<file path="config.mk">
export PLATFORM = sky130hd
export DESIGN_NAME = repeater_arbiter
export DESIGN_NICKNAME = d
export VERILOG_FILES = /design/src/rtl/repeater_arb_pkg.sv /design/src/rtl/repeater_arb_rr.sv /design/src/rtl/repeater_arbiter.sv
export SDC_FILE = /design/constraint.sdc
export NUM_CORES = 1
export LEC_CHECK = 0
export BUFFER_PORTS_ARGS = -buffer_cell sky130_fd_sc_hd__buf_2
export CORE_AREA = 4 4 150 152
export CTS_CLUSTER_DIAMETER = 200
export DETAILED_ROUTE_END_ITERATION = 6
export DIE_AREA = 0 0 154 156
export GPL_TIMING_DRIVEN = 0
export SYNTH_ARGS = -nofsm -noshare
export SYNTH_HDL_FRONTEND = slang
export SYNTH_SLANG_ARGS = --single-unit
</file>
<file path="constraint.sdc">
create_clock -name clock -period 7.2 [get_ports clock]
set_clock_uncertainty 0.05 [all_clocks]
set_input_delay 0.36 -clock clock [delete_from_list [all_inputs] [get_ports clock]]
set_output_delay 0.36 -clock clock [all_outputs]
set_load 0.02 [all_outputs]
</file>
<file path="src/rtl/repeater_arb_pkg.sv">
//------------------------------------------------------------------------------
// repeater_arb_pkg : shared types and helpers for repeater_arbiter
// Revision: 1.0
//------------------------------------------------------------------------------
`default_nettype none

package repeater_arb_pkg;

  typedef enum logic [0:0] {
    ARB_IDLE = 1'b0,
    ARB_LOCK = 1'b1
  } arb_state_e;

  // Index width for a requester count; never returns zero.
  function automatic int idx_width(input int n);
    return (n <= 2) ? 1 : $clog2(n);
  endfunction

  // Reserved tag value: all-ones of a tw-bit field (tw up to 32).
  function automatic logic [31:0] reserved_tag(input int tw);
    return (tw >= 32) ? 32'hffff_ffff : ((32'd1 << tw) - 32'd1);
  endfunction

endpackage

`default_nettype wire

</file>
<file path="src/rtl/repeater_arb_rr.sv">
//------------------------------------------------------------------------------
// repeater_arb_rr : combinational round-robin picker (first valid at/after ptr)
// Revision: 1.0
//------------------------------------------------------------------------------
`default_nettype none

module repeater_arb_rr
  import repeater_arb_pkg::*;
#(
  parameter int NREQ = 4,
  parameter int IW   = idx_width(NREQ)
) (
  input  logic [NREQ-1:0] i_valid,
  input  logic [IW-1:0]   i_ptr,
  output logic [NREQ-1:0] o_grant,
  output logic [IW-1:0]   o_idx
);

  function automatic logic [IW-1:0] wrap_add(input logic [IW-1:0] base, input int off);
    int s;
    s = int'(base) + off;
    if (s >= NREQ) s = s - NREQ;
    return IW'(s);
  endfunction

  logic w_found;

  always_comb begin
    o_grant = '0;
    o_idx   = '0;
    w_found = 1'b0;
    for (int k = 0; k < NREQ; k++) begin
      if (!w_found && i_valid[wrap_add(i_ptr, k)]) begin
        w_found = 1'b1;
        o_idx   = wrap_add(i_ptr, k);
      end
    end
    if (w_found) o_grant = NREQ'(1) << o_idx;
  end

endmodule

`default_nettype wire

</file>
<file path="src/rtl/repeater_arbiter.sv">
//------------------------------------------------------------------------------
// repeater_arbiter : round-robin burst-locking arbiter feeding a one-entry
// repeater with replay. Optional checks: define REPEATER_ARB_ASSERT_EN.
// Revision: 1.0
//------------------------------------------------------------------------------
`default_nettype none

module repeater_arbiter
  import repeater_arb_pkg::*;
#(
  parameter int NREQ = 4,
  parameter int DW   = 64,
  parameter int TW   = 8,
  parameter int BW   = 4
) (
  input  logic                     clock,
  input  logic                     reset_n,
  input  logic [NREQ-1:0]          req_valid,
  output logic [NREQ-1:0]          req_ready,
  input  logic [NREQ*DW-1:0]       req_data,
  input  logic [NREQ*TW-1:0]       req_tag,
  input  logic [NREQ*BW-1:0]       req_len,
  output logic                     out_valid,
  input  logic                     out_ready,
  input  logic                     out_repeat,
  output logic [DW-1:0]            out_data,
  output logic [TW-1:0]            out_tag,
  output logic [$clog2(NREQ)-1:0]  out_src,
  output logic                     out_last,
  output logic                     full
);

  localparam int IW = $clog2(NREQ);

  arb_state_e    r_state;
  logic [IW-1:0] r_rr_ptr;
  logic [IW-1:0] r_owner;
  logic [BW-1:0] r_beats_left;
  logic          r_full;
  logic          r_last;
  logic [DW-1:0] r_data;
  logic [TW-1:0] r_tag;
  logic [IW-1:0] r_src;

  logic [NREQ-1:0] w_rr_grant;
  logic [IW-1:0]   w_rr_idx;
  logic [NREQ-1:0] w_cand;
  logic [IW-1:0]   w_idx;
  logic [IW-1:0]   w_idx_inc;
  logic            w_deq;
  logic            w_enq_ok;
  logic            w_accept;
  logic            w_last;
  logic [BW-1:0]   w_len;
  logic [DW-1:0]   w_data;
  logic [TW-1:0]   w_tag;

  repeater_arb_rr #(
    .NREQ (NREQ),
    .IW   (IW)
  ) u_rr (
    .i_valid (req_valid),
    .i_ptr   (r_rr_ptr),
    .o_grant (w_rr_grant),
    .o_idx   (w_rr_idx)
  );

  // A replay handshake leaves the entry full, so it also blocks enqueue.
  assign w_deq    = r_full & out_ready & ~out_repeat;
  assign w_enq_ok = ~r_full | w_deq;

  always_comb begin
    w_cand = w_rr_grant;
    w_idx  = w_rr_idx;
    if (r_state == ARB_LOCK) begin
      w_cand = NREQ'(1) << r_owner;
      w_idx  = r_owner;
    end
  end

  assign req_ready = w_enq_ok ? (w_cand & req_valid) : '0;
  assign w_accept  = |req_ready;
  assign w_len     = req_len[w_idx*BW +: BW];
  assign w_data    = req_data[w_idx*DW +: DW];
  assign w_tag     = req_tag[w_idx*TW +: TW];
  assign w_idx_inc = (w_idx == IW'(NREQ-1)) ? '0 : w_idx + IW'(1);
  assign w_last    = (r_state == ARB_LOCK) ? (r_beats_left == BW'(1)) : (w_len == '0);

  always_ff @(posedge clock or negedge reset_n) begin
    if (!reset_n) begin
      r_state      <= ARB_IDLE;
      r_rr_ptr     <= '0;
      r_owner      <= '0;
      r_beats_left <= '0;
    end else if (w_accept) begin
      if (r_state == ARB_IDLE) begin
        if (w_len == '0) begin
          r_rr_ptr <= w_idx_inc;
        end else begin
          r_state      <= ARB_LOCK;
          r_beats_left <= w_len;
          r_owner      <= w_idx;
        end
      end else begin
        r_beats_left <= r_beats_left - BW'(1);
        if (r_beats_left == BW'(1)) begin
          r_state  <= ARB_IDLE;
          r_rr_ptr <= w_idx_inc;
        end
      end
    end
  end

  always_ff @(posedge clock or negedge reset_n) begin
    if (!reset_n) begin
      r_full <= 1'b0;
      r_last <= 1'b0;
      r_data <= '0;
      r_tag  <= '0;
      r_src  <= '0;
    end else if (w_accept) begin
      r_full <= 1'b1;
      r_last <= w_last;
      r_data <= w_data;
      r_tag  <= w_tag;
      r_src  <= w_idx;
    end else if (w_deq) begin
      r_full <= 1'b0;
    end
  end

  assign out_valid = r_full;
  assign full      = r_full;
  assign out_data  = r_data;
  assign out_tag   = r_tag;
  assign out_src   = r_src;
  assign out_last  = r_last;

`ifdef REPEATER_ARB_ASSERT_EN
  localparam logic [TW-1:0] c_RSV_TAG = TW'(reserved_tag(TW));

  logic [BW-1:0] r_first_len;

  always_ff @(posedge clock or negedge reset_n) begin
    if (!reset_n) r_first_len <= '0;
    else if (w_accept && r_state == ARB_IDLE) r_first_len <= w_len;
  end

  always @(posedge clock) begin
    if (reset_n) begin
      if (w_accept && w_tag == c_RSV_TAG)
        $fatal(1, "repeater_arbiter: accepted reserved tag from requester %0d", w_idx);
      if (out_repeat && !r_full && out_ready)
        $fatal(1, "repeater_arbiter: out_repeat with no held beat");
      if (r_state == ARB_LOCK && req_valid[r_owner] && w_len != r_first_len)
        $fatal(1, "repeater_arbiter: req_len changed within locked burst");
      if ($countones(req_ready) > 1)
        $fatal(1, "repeater_arbiter: multiple req_ready bits high");
    end
  end
`endif

endmodule

`default_nettype wire
</file>
== After elaboration in Yosys (flattened, before gate mapping) ==
Cells that the tools add are included.

* Add/subtract/negate cells: 9
* $lt $le $gt $ge: 8
* Equality and inequality tests: 4
* Shift operators: 5
* Multiplexer cells: 36
* Bitwise gates (word level): 8
* Reduce and logical (&&, ||, !) cells: 13

{| class="wikitable"
|+ Operators with widths
! kind !! count
|-
| 256-bit by 9-bit indexed part select with 64-bit output || 1
|-
| 32-bit by 6-bit indexed part select with 8-bit output || 1
|-
| 2-bit two-way mux || 13
|-
| 4-bit two-way mux || 5
|-
| 16-bit by 5-bit indexed part select with 4-bit output || 1
|-
| 1-bit two-way mux || 14
|-
| 2-bit by 3-bit < comparator with 1-bit output, second input constant || 4
|-
| 3-bit greater-or-equal comparator, second input constant || 3
|-
| 1-bit binary-select mux with 2-bit select || 4
|-
| 1-bit by 2-bit left shift with 4-bit output, first input constant || 2
|-
| 2-bit by 1-bit subtractor with 2-bit output, second input constant || 4
|-
| 2-bit by 2-bit adder with 3-bit output, second input constant || 2
|-
| 3-bit AND reduction || 2
|-
| 4-bit bitwise AND || 1
|-
| 4-bit by 1-bit == test with 1-bit output, second input constant || 1
|-
| 4-bit zero test || 1
|-
| 1-bit inverter || 4
|-
| 2-bit nonzero test || 2
|-
| 4-bit OR reduction || 1
|-
| 4-bit by 1-bit subtractor with 4-bit output, second input constant || 1
|-
| 2-bit by 1-bit adder with 3-bit output, second input constant || 1
|-
| 2-bit by 3-bit greater-or-equal comparator with 1-bit output, second input constant || 1
|-
| 1-bit logical AND || 3
|-
| 1-bit zero test || 3
|-
| other kinds (7) || 8
|}

* Bits in registers: 85
* Input port bits: 312
* Output and inout bits: 81
* Word-level logic and storage cells: 92

== Depth between registers and ports, before layout ==
Gate-level depths: netlist of run 1.

* Depth in word-level cells: 21
* Gate-level depth with buffers: 10
* Depth with buffers taken out: 7

== By module ==
A second synthesis of run 1 with hierarchy kept.

* Cell total of the unflattened synthesis: 363
* Area total of the unflattened synthesis: 5487.8 µm²

{| class="wikitable"
|+ By module, submodules not included
! module !! instances !! cells an instance !! area an instance (µm²)
|-
| repeater_arbiter || 1 || 332 || 5290.1
|-
| repeater_arb_rr || 1 || 31 || 197.7
|}

== Worst setup path before layout of run 1 ==
Ideal clock, no wire load.

* Kind: register -> register
* Start point: reg r_rr_ptr[1]
* End point: reg r_rr_ptr[0]
* Setup time: 0.128 ns
* Arrival time: 2.426 ns
* Data required time: 7.022 ns
* Slack: 4.597 ns
* Stages on the path, launching flop included: 10
* Path buffers: 2
* Period minus slack after synthesis: 2.603 ns
* Cells stage by stage: dfrtp_1 nand2b_1 o211a_1 and3_1 clkbuf_1 a41o_1 or4_1 buf_2 o211ai_2 mux2_1

* Word-level cells in the longest chain between the ends: 21
* Elaborated cells on any way between the ends: 54
* Those cells by class: add/sub: 8; order compare: 4; eq/ne: 1; shift: 2; mux: 28; bitwise: 1; reduce/logical: 10

{| class="wikitable"
|+ Ends and longest elaborated chain
! element !! line !! text
|-
| from (decl) || repeater_arbiter.sv:36 || <nowiki>logic [IW-1:0] r_rr_ptr;</nowiki>
|-
| from (signal assigned) || repeater_arbiter.sv:98 || <nowiki>r_rr_ptr <= w_idx_inc;</nowiki>
|-
| from (signal assigned) || repeater_arbiter.sv:108 || <nowiki>r_rr_ptr <= w_idx_inc;</nowiki>
|-
| parallel branches: the longest is 15 deep, another holds 2-bit by 1-bit adder with 3-bit output || - ||
|-
| 4-bit two-way mux * || repeater_arb_rr.sv:38 || <nowiki>if (w_found) o_grant = NREQ'(1) << o_idx;</nowiki>
|-
| 4-bit two-way mux * || repeater_arbiter.sv:75 || <nowiki>if (r_state == ARB_LOCK) begin</nowiki>
|-
| 4-bit bitwise AND * || repeater_arbiter.sv:81 || <nowiki>assign req_ready = w_enq_ok ? (w_cand & req_valid) : '0;</nowiki>
|-
| 4-bit two-way mux * || repeater_arbiter.sv:81 ||
|-
| via req_ready[2] || repeater_arbiter.sv:19 || <nowiki>output logic [NREQ-1:0] req_ready,</nowiki>
|-
| 4-bit OR reduction * || repeater_arbiter.sv:82 || <nowiki>assign w_accept = |req_ready;</nowiki>
|-
| 3-bit AND reduction (no line) * || - ||
|}

Mark *: on every way through the listed nets, which the timed path passes. The select of a mux whose other input is x is not followed.
A chain may end at the register's enable or synchronous reset.

== Worst setup path after layout of run 1 ==
* Start point: reg r_rr_ptr[1]
* End point: reg r_data[12], in the netlist out_data[12]

* Word-level cells in the longest chain between the ends: 20
* Elaborated cells on any way between the ends: 45
* Those cells by class: add/sub: 7; order compare: 4; shift: 2; mux: 24; bitwise: 1; reduce/logical: 7

{| class="wikitable"
|+ Ends and longest elaborated chain
! element !! line !! text
|-
| parallel branches: the longest is 20 deep, another holds 2-bit by 1-bit adder with 3-bit output || - ||
|-
| to (signal assigned) || repeater_arbiter.sv:124 || <nowiki>r_data <= w_data;</nowiki>
|-
| to (decl) || repeater_arbiter.sv:41 || <nowiki>logic [DW-1:0] r_data;</nowiki>
|}

Several ways; the timed one is not identified. The select of a mux whose other input is x is not followed.

==> results of run 1 <==
-- layer usage --
layer,wire length [um],part of all wire [%],global-route usage (%),up-vias
met1,11100,40,26.0,3400
met4,678,2.4,7.70,0
li1,-,-,-,3422
met2,13900,50,38.5,322
met3,2140,7.7,4.94,40
met5,0,0,0,-
-- cell type report --
class	count	share of cell area (%)
Inverter	4	0.176
Timing Repair Buffer	394	23.5
Buffer	69	3.58
Tap cell	275	4.03
Antenna cell	3	0.0880
Clock buffer	11	2.73
Multi-Input combinational cell	556	39.9
Clock inverter	4	1.14
Sequential cell	85	24.9
-- critical path, cell delays in order (launching register included) --
cell and delay [ns]:
dfrtp_1 0.43, nor2b_1 0.16, o21a_1 0.22, o41ai_1 1.10, clkbuf_1 0.58, buf_2 0.41, buf_2 0.31, nand2_1 0.08
a21oi_1 0.29, a221o_1 0.21
-- cell usage after synthesis, types with 5 or more instances --
| library cell | n | area (um2) |
|---|---|---|
| and2_1 | 50 | 313 |
| dfrtp_1 | 85 | 2130 |
| a211oi_1 | 49 | 368 |
| buf_2 | 28 | 140 |
| nor2_1 | 8 | 30.0 |
| nand2b_1 | 5 | 31.3 |
| and3_1 | 5 | 31.3 |
| a221o_1 | 25 | 250 |
| nand2_1 | 206 | 773 |
| a311oi_1 | 48 | 420 |
| clkbuf_1 | 39 | 146 |
| nor3_1 | 6 | 30.0 |
| a21oi_1 | 55 | 275 |
| a21o_1 | 47 | 353 |
-- sequential cells by signal (all words and copies together), names as in the netlist, 2 cells and up --
register / cells
r_owner: 2
out_tag: 8
r_beats_left: 4
out_data: 64
out_src: 2
r_rr_ptr: 2
-- timing repair --
| action | 4_1_cts | 5_1_grt |
|---|---|---|
| endpoints found under the hold margin | 38 | 0 |
| hold buffers | 1 | 0 |
| setup buffers | 0 | 0 |
| endpoints found under the setup margin | 0 | 0 |
-- logic make-up after synthesis --
kind of cell	Yosys count
AOI/OAI and AO/OA	245
adders and majority gates	2
xor gates and xnor gates	1
DFF	85
muxes	12
and+or+nand+nor	296
buffers and inverters	73
-- power by group through the flow --
stage	Combinational [uW]	Sequential (uW)	Clock [uW]
2_1_floorplan	1550	1110	0
3_3_place_gp	2750	867	0
3_5_place_dp	2770	870	0
4_1_cts	2780	868	545
5_1_grt	3000	901	563
6_report	2740	871	531
-- worst max-delay path by stage --
stage                 startpoint      endpoint  slack, ns  cells after the start
floorplan            r_rr_ptr[1]   r_rr_ptr[0]       4.60                      9
detailed placement  req_valid[3]   out_data[0]       3.22                     10
finish               r_rr_ptr[1]  out_data[12]       3.28                      9
CTS                  r_rr_ptr[1]   out_data[0]       3.23                      9
global route         r_rr_ptr[1]   out_data[0]       3.02                      9
global placement    req_valid[3]  out_data[12]       3.22                     10
-- stage by stage --
| step | hold WS [ns] | total power, uW | cells |
|---|---|---|---|
| 6_report | 0.341 | 4140 | 1401 |
| 5_1_grt | 0.357 | 4470 | 1399 |
| 4_1_cts | 0.325 | 4190 | 1398 |
| 3_5_place_dp | 0.325 | 3640 | 1382 |
| 3_3_place_gp | 0.405 | 3620 | 1381 |
| 2_1_floorplan | 0.0144 | 2660 | 714 |
==> results by group, run 1 <==
Outcome
  • Outcome: finished clean

Synth
  • Post-synthesis mux area share: 3.06%
  • Share of synthesized area occupied by flip-flops and latches: 36.4%
  • Main combinational cell family by area after synthesis: compound AO/OA/AOI/OAI gates
  • Synth Area in Compound Gates: 31.7%
  • Yosys warning count: 0
  • Number of library cell types mapped by synthesis: 52
  • Syn Nets: 1028
  • Number of standard cells after synthesis: 714
  • XOR/XNOR Fraction of Synth Area: 0.150%
  • Syn Area/Cell: 8.19 um2
  • Fraction of the mapped netlist area in adder cells: 0.428%
  • Main flop type after synthesis: dfrtp_1
  • Synth Cell Area: 5850 um2
  • Count of state elements after synthesis: 85
  • Area share of and/or/nand/nor cells after synthesis: 22.8%
  • Async set-reset flop share out of synthesis: 100%
  • Number of flops mapped to enable cells by yosys: 0

Timing
  • Portion of the clock cycle consumed by the worst path in the final layout: 54.5%
  • Worst slew margin: 6.62%
  • Setup violations, final: 0
  • Final critical path time including I/O delays and setup: 3.92 ns
  • Worst-Margin Slew: 1.38 ns
  • FMAX: 255 MHz
  • Setup WS post-layout: 3.28 ns
  • RSZ-0062 raised after global routing: no
  • Final Max Tran Viols: 0
  • Count of endpoints failing hold in the final timing report: 0
  • Sum Neg Setup Slack: 0 ns

Setup path
  • Crit-path max FO: 10
  • Reg-to-Reg End: out_data[12]
  • Crit path required time: 7.42 ns
  • Kind of capture point of the worst setup path: flop
  • RR Startpoint: r_rr_ptr[1]
  • Setup slack on the worst flop-to-flop path: 3.28 ns
  • Classification of the worst setup path: flop to flop
  • R2r worst-path depth: 9
  • CP Launch Type: flop
  • Endpoint arrival time on the critical path: 4.15 ns

Floorplan
  • Die H: 156 um
  • I/O pin total: 393
  • Core area: 21000 um2
  • Starting utilization of the core area: 27.8%
  • Die outline area: 24000 um2
  • Horizontal die dimension: 154 um
  • Number of rows in the core area: 53

Routing
  • Via total after detailed routing: 7184
  • Router iterations before antenna repair: 4
  • Residual antenna-violating net count after detailed routing: 0
  • WL final: 27800 um
  • Iteration-0 DRC count of the detailed router: 359
  • Final routed wire length divided by cell count: 19.8 um
  • DR DRC count: 0
  • Ratio of routed vias to standard cells: 5.13

CTS
  • Root Driver: clkbuf_16
  • Number of H-tree branching levels: 3
  • TritonCTS clock tree: yes
  • Post-cts gate resize count: 0
  • Maximum clock insertion buffer count: 2
  • Clock slew at reported path FFs: 0.07 ns
  • Clock Latency Late Sink: 0.34 ns
  • Clock sink count: 85
  • Cts bufs inserted: 9

Cells and area
  • Area of combinational cells with multiple inputs: 3400 um2
  • Synth-to-layout area growth: 45.9%
  • Leading cell type in the layout, fill and taps excluded: buf_2
  • Area taken by flip-flops and latches: 2130 um2
  • Post-Layout Inst Area: 8530 um2
  • Post-layout utilization of the core: 40.6%
  • Proportion of layout cells with a drive suffix above 1: 39.8%
  • Count of filler cells inserted in the layout: 2237
  • Commonest cells after routing, fill and taps aside: buf_2 (419), nand2_1 (206), dfrtp_1 (85), a21oi_1 (55), and2_1 (50)
  • Net count reported at finish: 1433

Min path
  • Endpoint, Worst Hold: out_data[9]
  • Launch instance of the worst min-delay path: req_data[9]
  • Number of cells on the worst hold path: 4
  • Min-delay worst type: primary input to flop

Power and ir drop
  • Portion of total power attributed to combinational logic: 66.1%
  • Sequential share of power: 21.0%
  • Power spent charging and discharging nets: 2090 uW
  • Share of total power consumed by net switching: 50.4%
  • Fraction of power consumed by the clock network: 12.8%
  • Power Dens Cells: 486 nW/um2
  • Worst ir drop on vdd: 174 uV
  • Cell leakage power: 0.00446 uW
  • Internal portion of total power: 2050 uW

Flow run
  • Max-cap violation count: 0

Place
  • Estimated wirelength of the detail-placed design: 22400 um
  • Port Buffers: 392
  • Post-Place Cell Area: 8180 um2
  • Dpl ws: 3.22 ns
  • GPL Wtd Cong: 0.892

Global routing
  • Largest net degree at the start of global routing: 48
  • Global-route congestion overflow total: 0
  • Overall Global Routing Usage: 21.7%
  • Wire length of the first global-routing pass: 40900 um
  • Vias in the first global route: 7360
  • Antenna violations before repair: 1
Note: power is estimated with default switching activity, not from simulation.
==> run 2: changes to the inputs <==
- ABC_AREA: default -> 1
- clock period: 7.2 -> 3.3 ns (I/O delays scaled with it)
==> results by group, run 2 <==
Cells and area
  • Synth-to-layout area growth: 43.9%
  • Final std cells w/o fill: 1635 (+17%)
  • Post-Layout Inst Area: 8700 um2 (+1.9%)
  • Max reg flops: 64 (unchanged)
  • Leading cell type in the layout, fill and taps excluded: buf_2
  • Commonest cells after routing, fill and taps aside: buf_2 (431), nand2_1 (387), nor2_1 (130), nand3_1 (91), dfrtp_1 (85)
  • Net count reported at finish: 1667 (+16%)
  • Proportion of layout cells with a drive suffix above 1: 35.1% (-4.7 points)

CTS
  • Clock slew at reported path FFs: 0.07 ns (about the same)
  • TritonCTS clock tree: yes
  • Cts bufs inserted: 9 (unchanged)
  • Number of H-tree branching levels: 3 (unchanged)
  • Post-CTS setup buffer count: 0 (unchanged)
  • Root Driver: clkbuf_16
  • Clock Latency Late Sink: 0.35 ns (about the same)
  • Maximum clock insertion buffer count: 2 (unchanged)
  • Clock sink count: 85 (unchanged)

Setup path
  • Dominant cell type by count on the critical path: nand2_1
  • Classification of the worst setup path: flop to flop
  • Crit-path max FO: 10 (unchanged)
  • RR Startpoint: r_state
  • CP Launch Type: flop
  • Slowest library cell on the worst path: nand4_1
  • Endpoint arrival time on the critical path: 2.99 ns (-1.16 ns)
  • Kind of capture point of the worst setup path: flop
  • Category of cells accounting for the largest share of critical-path delay: simple AND/OR/NAND/NOR gates
  • Setup slack on the worst flop-to-flop path: 0.49 ns (-2.79 ns)
  • Crit path required time: 3.48 ns (-3.94 ns)
  • Reg-to-Reg End: r_beats_left[0]
  • Longest individual stage delay on the worst path: 0.39 ns (-0.71 ns)
  • Count of buffering cells on the critical path with inverters included: 3 (unchanged)
  • Worst-path cell chain: clkinv_1 > or2_2 > buf_1 > o22ai_1 > nand2_1 > nand4_1 > buf_2 > nand2_1 > nand2_1 > nand2_1
  • R2r worst-path depth: 10 (+1)

Routing
  • Via total after detailed routing: 7930 (+10%)
  • DR DRC count: 0 (unchanged)
  • Final routed wire length divided by cell count: 17.6 um (-11%)
  • Ratio of routed vias to standard cells: 4.85 (-5.4%)
  • Residual antenna-violating net count after detailed routing: 0 (unchanged)
  • Router iterations before antenna repair: 5 (+1)
  • WL final: 28800 um (+3.6%)
  • Iteration-0 DRC count of the detailed router: 478 (+33%)

Synth
  • Main flop type after synthesis: dfrtp_1
  • Share of synthesized area occupied by flip-flops and latches: 35.2% (-1.2 points)
  • Yosys warning count: 0 (unchanged)
  • Number of flops mapped to enable cells by yosys: 0 (unchanged)
  • Number of standard cells after synthesis: 948 (+33%)
  • Synth Cell Area: 6040 um2 (+3.3%)
  • Top-count cell post-synth: nand2_1
  • Proportion of netlist area held by the largest area contributor: 35.2% (-1.2 points)
  • Main combinational cell family by area after synthesis: simple AND/OR/NAND/NOR gates
  • XOR/XNOR Fraction of Synth Area: 0.290% (+0.14 points)
  • Top cells by count, synth: nand2_1 (387), nor2_1 (130), nand3_1 (91)
  • Syn Nets: 1262 (+23%)
  • Syn Area/Cell: 6.37 um2 (-22%)
  • Top cells by area, synth: dfrtp_1 (35%), nand2_1 (24%), nor2_1 (8.1%)
  • Fraction of the mapped netlist area in adder cells: 0.414% (-0.014 points)
  • Count of state elements after synthesis: 85 (unchanged)
  • Post-synthesis mux area share: 0% (-3.1 points)
  • Number of library cell types mapped by synthesis: 28 (-46%)
  • Area share of and/or/nand/nor cells after synthesis: 42.6% (+20 points)
  • Synth Area in Compound Gates: 13.0% (-19 points)
  • Area leader, netlist: dfrtp_1
  • Async set-reset flop share out of synthesis: 100% (unchanged)

Global routing
  • Overall Global Routing Usage: 22.4% (+0.65 points)
  • Largest net degree at the start of global routing: 47 (-2.1%)
  • Wire length of the first global-routing pass: 42100 um (+2.9%)
  • Global-route congestion overflow total: 0 (unchanged)
  • Vias in the first global route: 7593 (+3.2%)
  • Antenna violations before repair: 8 (+7)

Floorplan
  • Starting utilization of the core area: 28.7% (+0.92 points)
  • I/O pin total: 393 (unchanged)
  • Die outline area: 24000 um2 (unchanged)
  • Core area: 21000 um2 (unchanged)
  • Horizontal die dimension: 154 um (unchanged)
  • Die H: 156 um (unchanged)
  • Number of rows in the core area: 53 (unchanged)

Place
  • Port Buffers: 392 (unchanged)
  • Post-Place Cell Area: 8380 um2 (+2.4%)
  • GPL Wtd Cong: 0.935 (+4.9%)
  • Number of cells after detailed placement: 1616 (+17%)
  • Estimated wirelength of the detail-placed design: 23000 um (+2.7%)

Timing
  • Worst slew margin: 60.1% (+53 points)
  • Sum Neg Setup Slack: 0 ns (unchanged)
  • Portion of the clock cycle consumed by the worst path in the final layout: 85.1% (+31 points)
  • Worst-Margin Slew: 0.598 ns (-0.784 ns)
  • RSZ-0062 raised after global routing: no
  • Final Max Tran Viols: 0 (unchanged)
  • Final critical path time including I/O delays and setup: 2.81 ns (-1.11 ns)
  • Smallest hold slack: 0.130 ns (-0.211 ns)
  • FMAX: 356 MHz (+40%)
  • Count of endpoints failing hold in the final timing report: 0 (unchanged)
  • Setup violations, final: 0 (unchanged)

Power and ir drop
  • Internal portion of total power: 4450 uW (+120%)
  • Worst ir drop on vdd: 322 uV (+84%)
  • Sequential share of power: 18.9% (-2.1 points)
  • Cell leakage power: 0.00495 uW (+11%)
  • Power Dens Cells: 1140 nW/um2 (+130%)
  • Portion of total power attributed to combinational logic: 70.3% (+4.2 points)
  • Power spent charging and discharging nets: 5440 uW (+160%)
  • Share of total power consumed by net switching: 55.0% (+4.6 points)
  • Fraction of power consumed by the clock network: 10.7% (-2.1 points)

Min path
  • Min-delay worst type: primary input to flop
  • Endpoint, Worst Hold: out_data[16]
  • Launch instance of the worst min-delay path: req_data[144]
  • Number of cells on the worst hold path: 5 (+1)

Flow run
  • Max-cap violation count: 0 (unchanged)

Outcome
  • Outcome: finished clean
[run 2: per-layer routing]
layer	vias up	GRT usage, %	part of all wire, %
met4	12	6.31	1.9
met2	308	39.2	50
met1	3657	27.5	41
met5	-	0	0.22
met3	49	5.52	7.2
li1	3904	-	-
[run 2: cells by family (layout without fill, tap and decap cells)]
kind of cell,count (synthesis),after routing
AOI/OAI and AO/OA,126,126
DFF,85,85
buffers and inverters,103,513
other,0,2
and+or+nand+nor,630,630
adders and majority gates,2,2
xor gates and xnor gates,2,2
[run 2: through the flow]
step	worst slack (ns)	total power [uW]	utilization (%)
floorplan	1.10	6500	-
global placement	0.488	8850	39.7
detailed placement	0.444	8900	39.9
CTS	0.421	10000	41.3
global route	0.139	10800	41.4
finish	0.491	9890	41.4
[run 2: worst max-delay path by stage]
stage | from | endpoint | slack, ns | depth (start not counted)
6_report | r_state | r_beats_left[0] | 0.49 | 10
3_5_place_dp | r_state | out_data[0] | 0.44 | 9
3_3_place_gp | r_state | r_beats_left[0] | 0.49 | 10
2_1_floorplan | r_rr_ptr[0] | r_rr_ptr[1] | 1.10 | 20
4_1_cts | r_state | out_data[0] | 0.42 | 9
5_1_grt | r_rr_ptr[0] | out_data[0] | 0.14 | 15
[run 2: what timing repair did]
action	CTS	global route
hold buffers	1	0
hold endpoints to repair	39	0
resized for setup	0	0
[run 2: cell type report]
cell class	count	area, um2
fillers	2333	12300
multi-input cells	760	3400
flip-flops and latches	85	2130
repair buffers	394	2000
plain buffers	70	388
well taps	275	344
clock buffers	9	225
inverters	33	124
clock inverters	7	78.8
diodes	2	5.00
[run 2: worst min-delay path: cells and delay by family]
kind            cells  cell delay (ns)
simple gates        3             0.15
compound gates      1             0.11
buf+inv             1             0.08
[run 2: power by group through the flow]
stage               Clock, uW  Combinational [uW]  Sequential, uW
floorplan                   0                4090            2410
global placement            0                6980            1870
detailed placement          0                7030            1870
CTS                      1090                7050            1870
global route             1140                7750            1940
finish                   1060                6950            1870
